**config.mk**
```make
export PLATFORM = sky130hd
export DESIGN_NAME = guess_ctrl_flat
export DESIGN_NICKNAME = d
export VERILOG_FILES = /design/src/rtl/guess_ctrl_if.sv /design/src/rtl/guess_ctrl.sv /design/src/flat_wrapper.sv
export SDC_FILE = /design/constraint.sdc
export NUM_CORES = 1
export LEC_CHECK = 0
export CELL_PAD_IN_SITES_DETAIL_PLACEMENT = 0
export CELL_PAD_IN_SITES_GLOBAL_PLACEMENT = 2
export CORE_MARGIN = 2
export CORE_UTILIZATION = 31
export CTS_CLUSTER_SIZE = 14
export DETAILED_ROUTE_END_ITERATION = 10
export HOLD_SLACK_MARGIN = 0.12
export PLACE_DENSITY = 0.92
export SYNTH_ARGS = -nofsm -noshare
export SYNTH_HDL_FRONTEND = slang
export SYNTH_SLANG_ARGS = --single-unit
export TNS_END_PERCENT = 10
```
**constraint.sdc**
```tcl
create_clock -name clk -period 5.9 [get_ports clk]
set_input_delay 1.18 -clock clk [delete_from_list [all_inputs] [get_ports clk]]
set_output_delay 1.18 -clock clk [all_outputs]
set_load 0.03 [all_outputs]
```
**src/rtl/guess_ctrl_if.sv**
```systemverilog
// Bundle between the guess-entry front end (master) and the game controller (slave).
// Carries game setup, guess strobes, registered hints and live game status.
interface guess_ctrl_if #(
  parameter int W     = 8,
  parameter int TRY_W = 4
);
  logic             start;
  logic [W-1:0]     secret_in;
  logic [W-1:0]     lo_init;
  logic [W-1:0]     hi_init;
  logic             guess_valid;
  logic [W-1:0]     guess;
  logic             rsp_valid;
  logic             too_low;
  logic             too_high;
  logic             outrange;
  logic             done;
  logic             lose;
  logic             busy;
  logic             cfg_err;
  logic [TRY_W-1:0] tries;
  logic [W-1:0]     lo_bound;
  logic [W-1:0]     hi_bound;

  modport master (
    output start, secret_in, lo_init, hi_init, guess_valid, guess,
    input  rsp_valid, too_low, too_high, outrange, done, lose, busy, cfg_err,
           tries, lo_bound, hi_bound
  );

  modport slave (
    input  start, secret_in, lo_init, hi_init, guess_valid, guess,
    output rsp_valid, too_low, too_high, outrange, done, lose, busy, cfg_err,
           tries, lo_bound, hi_bound
  );
endinterface

```
**src/rtl/guess_ctrl.sv**
```systemverilog
// Number-guessing game controller: holds the secret and a shrinking [lo,hi] window,
// judges each guess with a registered hint one cycle later, and tracks WIN/LOSE.
module guess_ctrl #(
  parameter int W         = 8,
  parameter int MAX_TRIES = 7,
  parameter int TRY_W     = 4
) (
  input  logic         clk,
  input  logic         rst,
  guess_ctrl_if.slave  bus
);

  typedef enum logic [1:0] {IDLE, PLAY, WIN, LOSE} state_t;

  state_t           state, state_nxt;
  logic [W-1:0]     secret_p1, secret_nxt;
  logic [W-1:0]     lo_p1, lo_nxt;
  logic [W-1:0]     hi_p1, hi_nxt;
  logic [TRY_W-1:0] tries_p1, tries_nxt, tries_inc;
  logic             vld_p1, vld_nxt;
  logic             too_low_p1, too_low_nxt;
  logic             too_high_p1, too_high_nxt;
  logic             outrange_p1, outrange_nxt;
  logic             cfg_err_p1, cfg_err_nxt;

  logic start_ok, judge, in_win, hit, last_try;

  // start has priority, so a guess presented alongside it is never judged
  assign start_ok  = (bus.lo_init <= bus.secret_in) && (bus.secret_in <= bus.hi_init);
  assign judge     = (state == PLAY) && bus.guess_valid && !bus.start;
  assign in_win    = (bus.guess >= lo_p1) && (bus.guess <= hi_p1);
  assign hit       = (bus.guess == secret_p1);
  assign tries_inc = tries_p1 + TRY_W'(1);
  assign last_try  = (tries_inc == TRY_W'(MAX_TRIES));

  always_ff @(posedge clk) begin
    if (rst) state <= IDLE;
    else     state <= state_nxt;
  end

  always_comb begin
    state_nxt = state;
    if (bus.start) begin
      state_nxt = start_ok ? PLAY : IDLE;
    end else if (judge && in_win) begin
      if (hit)           state_nxt = WIN;
      else if (last_try) state_nxt = LOSE;
    end
  end

  // guess+1 / guess-1 cannot wrap: they only occur strictly below / above the secret
  always_comb begin
    secret_nxt   = secret_p1;
    lo_nxt       = lo_p1;
    hi_nxt       = hi_p1;
    tries_nxt    = tries_p1;
    vld_nxt      = 1'b0;
    too_low_nxt  = 1'b0;
    too_high_nxt = 1'b0;
    outrange_nxt = 1'b0;
    cfg_err_nxt  = 1'b0;
    if (bus.start) begin
      if (start_ok) begin
        secret_nxt = bus.secret_in;
        lo_nxt     = bus.lo_init;
        hi_nxt     = bus.hi_init;
        tries_nxt  = '0;
      end else begin
        cfg_err_nxt = 1'b1;
      end
    end else if (judge) begin
      vld_nxt = 1'b1;
      if (!in_win) begin
        outrange_nxt = 1'b1;
      end else begin
        tries_nxt = tries_inc;
        if (!hit) begin
          if (bus.guess < secret_p1) begin
            too_low_nxt = 1'b1;
            lo_nxt      = bus.guess + W'(1);
          end else begin
            too_high_nxt = 1'b1;
            hi_nxt       = bus.guess - W'(1);
          end
        end
      end
    end
  end

  // ---- stage p1: registered hints, window and attempt count ----
  always_ff @(posedge clk) begin
    if (rst) begin
      secret_p1   <= '0;
      lo_p1       <= '0;
      hi_p1       <= '1;
      tries_p1    <= '0;
      vld_p1      <= 1'b0;
      too_low_p1  <= 1'b0;
      too_high_p1 <= 1'b0;
      outrange_p1 <= 1'b0;
      cfg_err_p1  <= 1'b0;
    end else begin
      secret_p1   <= secret_nxt;
      lo_p1       <= lo_nxt;
      hi_p1       <= hi_nxt;
      tries_p1    <= tries_nxt;
      vld_p1      <= vld_nxt;
      too_low_p1  <= too_low_nxt;
      too_high_p1 <= too_high_nxt;
      outrange_p1 <= outrange_nxt;
      cfg_err_p1  <= cfg_err_nxt;
    end
  end

  assign bus.rsp_valid = vld_p1;
  assign bus.too_low   = too_low_p1;
  assign bus.too_high  = too_high_p1;
  assign bus.outrange  = outrange_p1;
  assign bus.cfg_err   = cfg_err_p1;
  assign bus.tries     = tries_p1;
  assign bus.lo_bound  = lo_p1;
  assign bus.hi_bound  = hi_p1;
  assign bus.busy      = (state == PLAY);
  assign bus.done      = (state == WIN);
  assign bus.lose      = (state == LOSE);

endmodule

```
**src/flat_wrapper.sv**
```systemverilog
// flat-port wrapper written by rule: the top's interface ports become plain ports
module guess_ctrl_flat 
#(
  parameter int W         = 8,
  parameter int MAX_TRIES = 7,
  parameter int TRY_W     = 4
)
  (clk, rst, bus_start, bus_secret_in, bus_lo_init, bus_hi_init, bus_guess_valid, bus_guess, bus_rsp_valid, bus_too_low, bus_too_high, bus_outrange, bus_done, bus_lose, bus_busy, bus_cfg_err, bus_tries, bus_lo_bound, bus_hi_bound);
  guess_ctrl_if #(.W(W), .TRY_W(TRY_W)) bus_i ();
  input  logic clk;
  input  logic rst;
  input wire logic [$bits(bus_i.start)-1:0] bus_start;
  input wire logic [$bits(bus_i.secret_in)-1:0] bus_secret_in;
  input wire logic [$bits(bus_i.lo_init)-1:0] bus_lo_init;
  input wire logic [$bits(bus_i.hi_init)-1:0] bus_hi_init;
  input wire logic [$bits(bus_i.guess_valid)-1:0] bus_guess_valid;
  input wire logic [$bits(bus_i.guess)-1:0] bus_guess;
  output wire logic [$bits(bus_i.rsp_valid)-1:0] bus_rsp_valid;
  output wire logic [$bits(bus_i.too_low)-1:0] bus_too_low;
  output wire logic [$bits(bus_i.too_high)-1:0] bus_too_high;
  output wire logic [$bits(bus_i.outrange)-1:0] bus_outrange;
  output wire logic [$bits(bus_i.done)-1:0] bus_done;
  output wire logic [$bits(bus_i.lose)-1:0] bus_lose;
  output wire logic [$bits(bus_i.busy)-1:0] bus_busy;
  output wire logic [$bits(bus_i.cfg_err)-1:0] bus_cfg_err;
  output wire logic [$bits(bus_i.tries)-1:0] bus_tries;
  output wire logic [$bits(bus_i.lo_bound)-1:0] bus_lo_bound;
  output wire logic [$bits(bus_i.hi_bound)-1:0] bus_hi_bound;
  assign bus_i.start = bus_start;
  assign bus_i.secret_in = bus_secret_in;
  assign bus_i.lo_init = bus_lo_init;
  assign bus_i.hi_init = bus_hi_init;
  assign bus_i.guess_valid = bus_guess_valid;
  assign bus_i.guess = bus_guess;
  assign bus_rsp_valid = bus_i.rsp_valid;
  assign bus_too_low = bus_i.too_low;
  assign bus_too_high = bus_i.too_high;
  assign bus_outrange = bus_i.outrange;
  assign bus_done = bus_i.done;
  assign bus_lose = bus_i.lose;
  assign bus_busy = bus_i.busy;
  assign bus_cfg_err = bus_i.cfg_err;
  assign bus_tries = bus_i.tries;
  assign bus_lo_bound = bus_i.lo_bound;
  assign bus_hi_bound = bus_i.hi_bound;
  guess_ctrl #(.W(W), .MAX_TRIES(MAX_TRIES), .TRY_W(TRY_W)) u_core (.clk(clk), .rst(rst), .bus(bus_i));
endmodule
```
==> flow_summary.json, run 1 <==
{
  "status": "complete, no violations",
  "setup_viol": 0,
  "drtIter0Drc": 121,
  "cts_root_buffer": "clkbuf_8",
  "multiInputGateArea_um2": 1830,
  "dr.pass1.iters": 4,
  "timing.final.ws_setup_ns": 1.93,
  "ys_seq_area_share_pct": 25.5,
  "antenna_cells": 0,
  "core-area_um2": 8680,
  "fmax_mhz": 252,
  "path_clk_slew_ns": 0.08,
  "fillerInstances": 909,
  "cts_tree": "done",
  "period_minus_slack_ns": 3.97,
  "regArea_um2": 701,
  "crit_path_end_kind": "register",
  "clockBufferDepth": 2,
  "critPathTopFamily": "simple AND/OR/NAND/NOR gates",
  "hold_class": "register to register",
  "grt_pass1_wl_um": 12500,
  "finClkSkew_ns": 0.00866,
  "final_antenna_net_count": 0,
  "clock_latency_ns": 0.29,
  "routedWlPerCell_um": 14.9,
  "viasPerCell": 5.04,
  "async_reset_ff_share_pct": 0,
  "finalCritPeriodShare_pct": 67.4,
  "first_global_vias": 2539,
  "antenna_found_initial": 0,
  "r2r_start": "u_core.bus.hi_bound[1]$_SDFFE_PP1P_",
  "min-delay-start": "u_core.secret_p1[4]$_SDFFE_PP0P_",
  "drive_gt1_share_pct": 4.56,
  "arrival_ns": 4.13,
  "slew_violations": 0,
  "leakage_nw": 1.52,
  "globalplace.congestion": 0.781,
  "fin_nets": 474,
  "holdBufCountCts": 0,
  "via_count": 2537,
  "syn_to_final_growth_pct": 30.1,
  "ys.warnings.count": 0,
  "power.density_nw_per_um2": 187,
  "syn_avg_cell_area_um2": 8.21,
  "cts.sinks": 35,
  "worst-path-buf-inv": 2,
  "die_w_um": 98.2,
  "io_pins": 64,
  "cap_violations": 0,
  "worstPathMaxFanout": 13,
  "die_h_um": 98.2,
  "hold_viol_final": 0,
  "grt_remaining_overflow": 0,
  "critPathLaunch": "bus_guess[0]",
  "ys.flop_type": "dfxtp_1",
  "dp_slack_ns": 1.60,
  "hold-worst-slack_ns": 0.496,
  "port_buffers": 63,
  "rsz0062_at_grt": "false",
  "hpwlAfterDp_um": 5900,
  "syn_area_um2": 2750,
  "num_rows": 34,
  "numCtsBuffers": 5,
  "grt_usage_pct": 16.2,
  "wl_um": 7510,
  "synth_cell_types": 44,
  "synth_cells": 335,
  "crit_slowest_cell": "clkdlybuf4s50_1",
  "cts_resized": 0,
  "synth_edf_count": 0,
  "maxSlewHeadroom_pct": 61.2,
  "drc": 0,
  "path_cells": "clkdlybuf4s50_1, inv_1, ha_1, nand2b_1, a2111oi_2, o31ai_4, nand4b_2, or3_4, a221oi_1, a311oi_1",
  "grt_max_degree": 50,
  "start_kind": "input pin",
  "die_area_um2": 9640,
  "setup_tns_ns": 0,
  "postCtsSetupBuffers": 0,
  "tightest_slew_ns": 0.582,
  "dpl-instance-area_um2": 3470,
  "setup.worst_path.class": "input pin to register",
  "required_ns": 6.05,
  "syn-num-nets": 415,
  "peakVddDrop_mv": 0.0763,
  "h-tree-depth": 2,
  "start_util_pct": 31.7,
  "final_area_um2": 3580,
  "synth_seq_cells": 35,
  "cpPeakStageDelay_ns": 0.64
}
-- cell usage after synthesis (5+ instances only) --
master,number,area [um^2]
clkbuf_1,9,33.8
nand3_1,7,35.0
nor2_1,42,158
a211o_1,7,61.3
nand4_1,9,56.3
xor2_1,7,61.3
nor2b_1,7,43.8
a21oi_1,26,130
o31ai_1,7,52.6
dfxtp_1,35,701
ha_1,44,551
inv_1,42,158
nand2_1,13,48.8
a211oi_1,9,67.6
xnor2_1,5,43.8
mux2i_1,17,170
-- tightest hold or removal path, cell delays in order, from the launching register on --
cell	delay, ns
dfxtp_1	0.33
mux2i_1	0.07
nor2_1	0.07
-- layout make-up --
type | instances | share of cell area (%)
clock buffer | 7 | 2.69
clock inverter | 1 | 0.210
inverter | 42 | 4.41
multi-input combinational | 244 | 51.1
sequential | 35 | 19.6
tap | 108 | 3.78
timing repair buffer | 66 | 18.3
-- layer usage --
metal  GRT usage [%]  up-vias  wire, um
li1                -     1306         -
met1            22.8     1169      3660
met2            26.4       60      3510
met3            2.15        2       301
met4            3.58        0        36
met5               0        -         0
-- logic make-up after synthesis --
family	count (synthesis)	synth area share (%)
muxes	17	6.19
adders and majority gates	44	20.0
DFF	35	25.5
and+or+nand+nor	95	16.9
xor gates and xnor gates	12	3.82
AOI/OAI and AO/OA	76	19.6
buffers and inverters	56	8.05
-- worst paths after layout --
path	end	slack (ns)	cells after the start
worst max-delay path	u_core.bus.lo_bound[1]$_SDFFE_PP0P_	1.93	10
worst min-delay path	u_core.secret_p1[4]$_SDFFE_PP0P_	0.50	2
worst max register to register	u_core.bus.lo_bound[1]$_SDFFE_PP0P_	3.26	9
worst min register to register	u_core.secret_p1[4]$_SDFFE_PP0P_	0.50	2
-- stage by stage --
stage	power (W)	std cells	util, %
after floorplan	0.000392	335	-
final	0.000668	503	41.2
after global routing	0.000709	503	41.2
after CTS	0.000675	503	41.2
after detailed placement	0.000475	495	40.0
after global placement	0.000473	495	40.0
-- flip-flops by register name (all words and copies together), names as in the netlist --
| register | flops |
|---|---|
| u_core.bus.cfg_err | 1 |
| u_core.bus.hi_bound | 8 |
| u_core.bus.lo_bound | 8 |
| u_core.bus.outrange | 1 |
| u_core.bus.rsp_valid | 1 |
| u_core.bus.too_high | 1 |
| u_core.bus.too_low | 1 |
| u_core.bus.tries | 4 |
| u_core.secret_p1 | 8 |
| u_core.state | 2 |
-- power breakdown --
part           total [W]  internal [W]  switching, W
Clock           0.000199      0.000106     0.0000925
Sequential      0.000259      0.000250    0.00000899
Combinational   0.000211     0.0000935      0.000117
-- cell usage in the layout, fill, tap and decap left out, types with 9 or more instances in the layout --
cell type	instances
clkdlybuf4s50_1	63
nand4_1	9
nand2_1	13
inv_1	42
dfxtp_1	35
nor2_1	42
a211oi_1	9
a21oi_1	26
mux2i_1	17
ha_1	44
(Power assumes the default switching activity.)
==> run 2: changes to the inputs <==
--- a/config.mk
+++ b/config.mk
@@ -8,11 +8,11 @@
 export CELL_PAD_IN_SITES_DETAIL_PLACEMENT = 0
 export CELL_PAD_IN_SITES_GLOBAL_PLACEMENT = 2
 export CORE_MARGIN = 2
-export CORE_UTILIZATION = 31
+export CORE_UTILIZATION = 26
 export CTS_CLUSTER_SIZE = 14
 export DETAILED_ROUTE_END_ITERATION = 10
 export HOLD_SLACK_MARGIN = 0.12
-export PLACE_DENSITY = 0.92
+export PLACE_DENSITY = 0.83
 export SYNTH_ARGS = -nofsm -noshare
 export SYNTH_HDL_FRONTEND = slang
 export SYNTH_SLANG_ARGS = --single-unit
==> constraint.sdc (replaced) <==
create_clock -name clk -period 3.4 [get_ports clk]
set_input_delay 0.68 -clock clk [delete_from_list [all_inputs] [get_ports clk]]
set_output_delay 0.68 -clock clk [all_outputs]
set_load 0.03 [all_outputs]
==> run 2 against run 1 <==
Compared with the run above: hold slack improved by 0.0068 ns; clock power rose by 54%; routed wire length rose by 11%; clock-buffer cell count fell by 1; non-clock buffer count rose by 10; die area rose by 18%; critical path depth fell by 1; largest power group unchanged; first-iteration DRC count fell by 8.3%; combinational power rose by 80%.
==> flow_summary.json, run 2 (synthesis results as in run 1) <==
{
  "critPathTopFamily": "simple AND/OR/NAND/NOR gates",
  "die_w_um": 107,
  "routedWlPerCell_um": 15.4,
  "hpwlAfterDp_um": 6870,
  "holdPathStages": 2,
  "clockBufferDepth": 2,
  "hold_viol_final": 0,
  "cts_resized": 0,
  "status": "complete, no violations",
  "core-area_um2": 10300,
  "drtIter0Drc": 111,
  "finClkSkew_ns": 0.00324,
  "cts_root_buffer": "clkbuf_8",
  "via_count": 2586,
  "start_util_pct": 26.8,
  "fmax_mhz": 338,
  "place_inst": 533,
  "final_cell_mix": "clkdlybuf4s50_1 (63), ha_1 (44), inv_1 (42), nor2_1 (42), dfxtp_1 (35)",
  "hold-worst-slack_ns": 0.503,
  "num_rows": 37,
  "h-tree-depth": 2,
  "dpl-instance-area_um2": 3580,
  "antenna_found_initial": 0,
  "grt_remaining_overflow": 0,
  "clock_latency_ns": 0.29,
  "drc": 0,
  "postCtsSetupBuffers": 0,
  "power.density_nw_per_um2": 309,
  "crit_path_end_kind": "register",
  "leakage_nw": 1.56,
  "maxSlewHeadroom_pct": 62.8,
  "syn_to_final_growth_pct": 33.4,
  "fin_nets": 484,
  "final_area_um2": 3670,
  "grt_pass1_wl_um": 13200,
  "setup_viol": 0,
  "holdBufCountCts": 0,
  "layout_commonest_cell": "clkdlybuf4s50_1",
  "die_h_um": 107,
  "setup.worst_path.class": "input pin to register",
  "worst-path-buf-inv": 1,
  "worstPathMaxFanout": 11,
  "drive_gt1_share_pct": 6.67,
  "grt_max_degree": 46,
  "arrival_ns": 3.11,
  "die_area_um2": 11400,
  "viasPerCell": 4.78,
  "slew_violations": 0,
  "port_buffers": 63,
  "reg2reg_depth": 9,
  "io_pins": 64,
  "tightest_slew_ns": 0.558,
  "first_global_vias": 2578,
  "required_ns": 3.56,
  "rsz0062_at_grt": "false",
  "wl_um": 8340,
  "finalCritPeriodShare_pct": 87.0,
  "grt_usage_pct": 14.9,
  "start_kind": "input pin",
  "final_antenna_net_count": 0,
  "numCtsBuffers": 5,
  "cpPeakStageDelay_ns": 0.60,
  "fillerInstances": 1097,
  "path_clk_slew_ns": 0.08,
  "crit_cells": 9,
  "peakVddDrop_mv": 0.128,
  "period_minus_slack_ns": 2.96,
  "antenna_cells": 0,
  "layoutNonFillerInstCount": 541,
  "dr.pass1.iters": 4,
  "hold_class": "register to register",
  "cap_violations": 0,
  "cts_tree": "done",
  "crit_slowest_cell": "clkdlybuf4s50_1",
  "path_cells": "clkdlybuf4s50_1, ha_1, nor2b_1, o211ai_1, a211o_1, nand4b_2, or3_4, a221oi_1, a311oi_1",
  "globalplace.congestion": 0.790,
  "setup_tns_ns": 0,
  "cts.sinks": 35
}
-- run 2: changes by cell type in the layout (fill, tap and decap cells not counted), sizes merged --
cell and delta:
clkbuf -1, clkinv +1, buf +10
-- run 2: report_power, final --
part | total (W) | switching [W] | leakage [nW] | internal (W)
combinational | 0.000379 | 0.000210 | 1.24 | 0.000170
sequential | 0.000449 | 0.0000160 | 0.285 | 0.000433
clock | 0.000306 | 0.000163 | 0.0412 | 0.000143
-- run 2: path summary, 6_finish.rpt --
| path | startpoint | end | slack [ns] |
|---|---|---|---|
| min | u_core.secret_p1[6]$_SDFFE_PP0P_ | u_core.secret_p1[6]$_SDFFE_PP0P_ | 0.50 |
| max | bus_guess[1] | u_core.bus.lo_bound[1]$_SDFFE_PP0P_ | 0.44 |
| max reg2reg | u_core.bus.hi_bound[1]$_SDFFE_PP1P_ | u_core.bus.lo_bound[1]$_SDFFE_PP0P_ | 1.00 |
| min reg2reg | u_core.secret_p1[6]$_SDFFE_PP0P_ | u_core.secret_p1[6]$_SDFFE_PP0P_ | 0.50 |
-- run 2: final cells by class --
cell class,instances,area [um^2],share of cell area (%)
clock buffers,6,72.6,1.98
clock inverters,2,12.5,0.341
inverters,42,158,4.30
well taps,136,170,4.64
multi-input cells,244,1830,49.8
repair buffers,76,728,19.8
flip-flops and latches,35,701,19.1
-- run 2: worst min-delay path, cell delays in order (launching register included) --
cell and delay (ns):
dfxtp_1 0.33, mux2i_1 0.07, nor2_1 0.07
-- run 2: through the flow --
step	util [%]	setup slack, ns	total power [W]
floorplan	-	0.816	0.000680
CTS	35.7	0.449	0.00115
finish	35.7	0.441	0.00113
detailed placement	34.9	0.137	0.000840
global route	35.7	0.328	0.00121
global placement	34.9	0.206	0.000833
-- run 2: per-layer routing --
metal | vias to the layer above | wire length [um] | track usage (%) | share of wire [%]
li1 | 1324 | - | - | -
met1 | 1188 | 3960 | 19.7 | 47
met2 | 68 | 3870 | 24.8 | 46
met3 | 6 | 405 | 2.67 | 4.9
met4 | 0 | 100 | 4.17 | 1.2
met5 | - | 0 | 0 | 0
==> run 3: changes to the inputs <==
--- a/config.mk
+++ b/config.mk
@@ -13,6 +13,7 @@
 export DETAILED_ROUTE_END_ITERATION = 10
 export HOLD_SLACK_MARGIN = 0.12
 export PLACE_DENSITY = 0.83
+export SETUP_SLACK_MARGIN = 0.15
 export SYNTH_ARGS = -nofsm -noshare
 export SYNTH_HDL_FRONTEND = slang
 export SYNTH_SLANG_ARGS = --single-unit
==> results of run 3 <==
Same layout as run 2: the final DEF is identical, and so are final timing and power.
